--- src/rtl/ram_loader.sv ---
// ram_loader: framed byte-stream loader into program RAM, holds cpu in reset.
// Define RAM_LOADER_CHECKSUM_EN to require a trailing payload checksum byte.
module ram_loader #(
  parameter int ADDR_WIDTH = 7
) (
  input  logic                  clk,
  input  logic                  reset,
  input  logic                  restart,
  input  logic [7:0]            in_data,
  input  logic                  in_valid,
  output logic                  in_ready,
  output logic                  wr_en,
  output logic [ADDR_WIDTH-1:0] wr_addr,
  output logic [7:0]            wr_data,
  output logic                  cpu_reset,
  output logic                  done,
  output logic                  error
);

  typedef enum logic [2:0] {
    HEADER,
    LEN,
    LOAD,
`ifdef RAM_LOADER_CHECKSUM_EN
    CHECK,
`endif
    DONE,
    ERROR
  } state_t;

`ifdef RAM_LOADER_CHECKSUM_EN
  localparam state_t TAIL = CHECK;
`else
  localparam state_t TAIL = DONE;
`endif
  localparam bit TAIL_DONE = (TAIL == DONE);
  localparam int LIMIT = (1 << ADDR_WIDTH) - 4;

  state_t                state;
  logic [1:0]            k;
  logic [ADDR_WIDTH-1:0] addr;
  logic [7:0]            left;
`ifdef RAM_LOADER_CHECKSUM_EN
  logic [7:0]            sum;
`endif
  logic                  accept;

  assign accept = in_valid && in_ready;

  function automatic logic [7:0] magic(input logic [1:0] i);
    unique case (i)
      2'd0: magic = 8'h41;
      2'd1: magic = 8'h53;
      2'd2: magic = 8'h52;
      default: magic = 8'h4D;
    endcase
  endfunction

  always_ff @(posedge clk) begin
    if (reset) begin
      state     <= HEADER;
      k         <= 2'd0;
      addr      <= '0;
      left      <= 8'd0;
`ifdef RAM_LOADER_CHECKSUM_EN
      sum       <= 8'd0;
`endif
      in_ready  <= 1'b1;
      wr_en     <= 1'b0;
      wr_addr   <= '0;
      wr_data   <= 8'd0;
      cpu_reset <= 1'b1;
      done      <= 1'b0;
      error     <= 1'b0;
    end else begin
      wr_en <= 1'b0;
      unique case (state)
        HEADER: if (accept) begin
          if (in_data == magic(k)) begin
            wr_en   <= 1'b1;
            wr_addr <= ADDR_WIDTH'(k);
            wr_data <= in_data;
            if (k == 2'd3) begin
              state <= LEN;
              k     <= 2'd0;
`ifdef RAM_LOADER_CHECKSUM_EN
              sum   <= 8'd0;
`endif
            end else begin
              k <= k + 2'd1;
            end
          end else if (in_data == 8'h41) begin
            // a stray 0x41 restarts the match rather than being dropped
            wr_en   <= 1'b1;
            wr_addr <= '0;
            wr_data <= in_data;
            k       <= 2'd1;
          end else begin
            k <= 2'd0;
          end
        end
        LEN: if (accept) begin
          left <= in_data;
          if (in_data == 8'd0) begin
            state     <= TAIL;
            in_ready  <= !TAIL_DONE;
            done      <= TAIL_DONE;
            cpu_reset <= !TAIL_DONE;
          end else if (int'(in_data) > LIMIT) begin
            state    <= ERROR;
            in_ready <= 1'b0;
            error    <= 1'b1;
          end else begin
            state <= LOAD;
            addr  <= ADDR_WIDTH'(4);
          end
        end
        LOAD: if (accept) begin
          wr_en   <= 1'b1;
          wr_addr <= addr;
          wr_data <= in_data;
          addr    <= addr + ADDR_WIDTH'(1);
          left    <= left - 8'd1;
`ifdef RAM_LOADER_CHECKSUM_EN
          sum     <= sum + in_data;
`endif
          if (left == 8'd1) begin
            state     <= TAIL;
            in_ready  <= !TAIL_DONE;
            done      <= TAIL_DONE;
            cpu_reset <= !TAIL_DONE;
          end
        end
`ifdef RAM_LOADER_CHECKSUM_EN
        CHECK: if (accept) begin
          in_ready <= 1'b0;
          if (in_data == sum) begin
            state     <= DONE;
            done      <= 1'b1;
            cpu_reset <= 1'b0;
          end else begin
            state <= ERROR;
            error <= 1'b1;
          end
        end
`endif
        DONE, ERROR: if (restart) begin
          state     <= HEADER;
          k         <= 2'd0;
          in_ready  <= 1'b1;
          cpu_reset <= 1'b1;
          done      <= 1'b0;
          error     <= 1'b0;
        end
        default: state <= HEADER;
      endcase
    end
  end

endmodule

--- config.mk ---
export PLATFORM = sky130hd
export DESIGN_NAME = ram_loader
export DESIGN_NICKNAME = d
export VERILOG_FILES = /design/src/rtl/ram_loader.sv
export SDC_FILE = /design/constraint.sdc
export NUM_CORES = 1
export LEC_CHECK = 0
export BUFFER_PORTS_ARGS = -buffer_cell sky130_fd_sc_hd__buf_4
export CORE_MARGIN = 2
export CORE_UTILIZATION = 42
export CTS_BUF_LIST = sky130_fd_sc_hd__clkbuf_16
export CTS_CLUSTER_DIAMETER = 40
export DETAILED_ROUTE_END_ITERATION = 10
export MAX_ROUTING_LAYER = met4
export REMOVE_ABC_BUFFERS = 1
export SLEW_MARGIN = 20
export SYNTH_ARGS = -nofsm -noshare
export SYNTH_HDL_FRONTEND = slang
export SYNTH_SLANG_ARGS = --single-unit
--- constraint.sdc ---
create_clock -name clk -period 3.2 [get_ports clk]
set_input_delay 0.32 -clock clk [delete_from_list [all_inputs] [get_ports clk]]
set_output_delay 0.32 -clock clk [all_outputs]
set_load 0.02 [all_outputs]
==> flow_summary.ini <==
[status]
status = completed

[final_layout]
layout.nets = 320
antennaDiodeCount = 0
n_fill_cell = 502
multiInputGateArea_sq_um = 1310
regArea_sq_um = 801
area_growth_pct = 19.3
drive_gt1_share_pct = 17.8

[critical_path]
slowest_stage = a211oi_2
critical_path_class = flip-flop to flip-flop
slowest_delay_ns = 0.60
crit_path_end_kind = flip-flop
crit_arrival_ns = 2.52
worstPathRequired_ns = 3.39
start_kind = flip-flop
cp_max_fo = 16
crit_chain = nand3b_1, o21bai_1, a211oi_2, a21oi_1, a311oi_1
crit_buf_inv = 0
cp_top_family = compound AO/OA/AOI/OAI gates

[power]
p_leak_nw = 0.992
power_density_nw_per_um2 = 427
peakVddDrop_uv = 327

[logic_synthesis]
yosysSeqAreaShare_pct = 35.8
synth_most_common_cell = dfxtp_1
synth_ff_type = dfxtp_1
synth-seq-cells = 40
synthTopCellsByArea = dfxtp_1 36%, a21oi_1 6.9%, o21ai_0 5.2%
ys_top_cells_by_count = 40 x dfxtp_1, 31 x a21oi_1, 26 x nor2_1, 23 x o21ai_0, 20 x nand2_1
netlist.area_leader.share_pct = 35.8
synth_edf_count = 0
synth_cell_types = 57
syn-instance-count = 279
yosysWarnings = 0
async_flop_share_pct = 0
netlist_area_sq_um = 2230
synth_top_area_cell = dfxtp_1
syn_area_per_cell_sq_um = 8.01

[cts]
postCtsHoldBufs = 0
root_buffer = clkbuf_16
clk_pin_slew_ns = 0.06
insertion_delay_ns = 0.28
cts_tree = done
numClockSinks = 40
h-tree-depth = 2
post-cts-setup-buffers = 0
post_cts_resized = 0
cts_buffers = 5
clk_path_buf_depth = 2

[die]
start_util_pct = 43.8
core_area_sq_um = 5110
die_height_microns = 76.9
die_w_microns = 76.9
pin_count = 32
dieArea_sq_um = 5920
std_cell_rows = 26

[global_route]
first_global_vias = 1969
track_usage_pct = 21.7
grt-ovfl-total = 0
grt_max_degree = 43
antenna_found_initial = 0
grt_pass1_wl_microns = 10200

[drt]
route.vias.total = 2169
final_antenna_net_count = 0
firstDrtPassIters = 4
first_iter_violations = 141
totalWireLength_microns = 5970
wl_per_cell_microns = 16.0
vias_per_cell = 5.80
drc = 0

[sta]
final_hold_viol_count = 0
rsz0062_at_grt = no
report.final.slew_viol_count = 0
worstMarginPinSlew_ns = 0.967
fin_skew_ns = 0.00576
fmax_mhz = 431
tns_ns = 0
worst_slack_ns = 0.877
fin_crit_ns = 2.32
holdWs_ns = 0.318
setup_viol = 0
final.period_utilization_pct = 72.6
slew_headroom_pct = 35.3

[placement]
port_buffers = 31
post-place-ws_ns = 0.924
dp_hpwl_microns = 3990
globalplace.congestion = 0.842

[worst_hold_path]
hold_path_class = input port to flip-flop

[flow_run]
cap_violations = 0
logic make-up after synthesis:
group / count (synthesis) / synth area share [%]
xor gates and xnor gates: 1 / 0.392
buffers and inverters: 26 / 5.65
DFF: 40 / 35.8
AOI/OAI and AO/OA: 102 / 30.5
muxes: 2 / 1.12
adders and majority gates: 5 / 2.80
and+or+nand+nor: 103 / 23.7
final cells by class:
type / instances / area share, %
multi-input combinational: 213 / 49.2
sequential: 40 / 30.0
timing repair buffer: 35 / 9.86
clock buffer: 5 / 4.69
tap: 70 / 3.29
clock inverter: 3 / 1.74
inverter: 8 / 1.13
layout by cell type, fill, tap and decap left out, types with 2 or more instances in the layout:
cell	Yosys	routed
nor2b_1	2	2
or4_1	2	2
o21bai_1	2	2
ha_1	5	5
a21oi_1	31	31
buf_4	0	35
nand2_1	20	20
dfxtp_1	40	40
clkbuf_16	0	5
nand4_1	8	8
a41oi_1	3	3
a22o_1	2	2
a31oi_1	3	3
and3_1	4	4
and2_1	3	3
o31a_1	2	2
o21ai_0	23	23
or3_1	2	2
inv_1	8	8
o211a_1	2	2
nor4_1	4	4
o22ai_1	3	3
nand3b_1	3	3
o211ai_1	2	2
a21o_1	3	3
nand3_1	12	12
a311oi_1	8	8
nor3_1	5	5
nor2_1	26	26
a211oi_1	3	3
nand2b_1	5	5
state kept, by name, summed over array words and instances (netlist names):
| signal | flops |
|---|---|
| wr_data | 8 |
| error | 1 |
| state | 3 |
| k | 2 |
| cpu_reset | 1 |
| wr_en | 1 |
| left | 8 |
| in_ready | 1 |
| done | 1 |
| wr_addr | 7 |
| addr | 7 |
routing by layer:
layer / track usage (%) / up-vias / share of wire [%]
met5: - / - / 0
met4: 6.73 / 0 / 1.3
met3: 4.00 / 9 / 3.7
met2: 31.8 / 37 / 46
met1: 30.3 / 1023 / 49
li1: - / 1100 / -
through the flow:
stage,util [%],instance area [sq um],std cells,total power (W)
after detailed placement,48.8,2490,366,0.000567
after floorplan,-,2140,261,0.000530
final,52.2,2670,374,0.00114
after global placement,48.8,2490,366,0.000567
after global routing,52.2,2670,374,0.00118
after CTS,52.2,2670,374,0.00115
final timing paths:
kind              cells after the start  slack, ns  startpoint        to
hold / removal                        3       0.32     restart  in_ready
hold reg to reg                       2       0.45       error     error
setup reg to reg                      5       0.88    state[2]   addr[2]
setup / recovery                      5       0.88    state[2]   addr[2]
where the power goes:
group,internal [W],total (W),switching [W]
registers,0.000498,0.000498,0.000000244
clock network,0.000371,0.000581,0.000211
logic,0.0000185,0.0000582,0.0000397
total,0.000887,0.00114,0.000251
worst register-to-register path, delay by kind of cell (launching register included):
family,cells,cell delay [ns]
and+or+nand+nor,1,0.39
DFF,1,0.45
AOI/OAI and AO/OA,4,1.40
No activity file was read; power rests on OpenSTA's default activity.
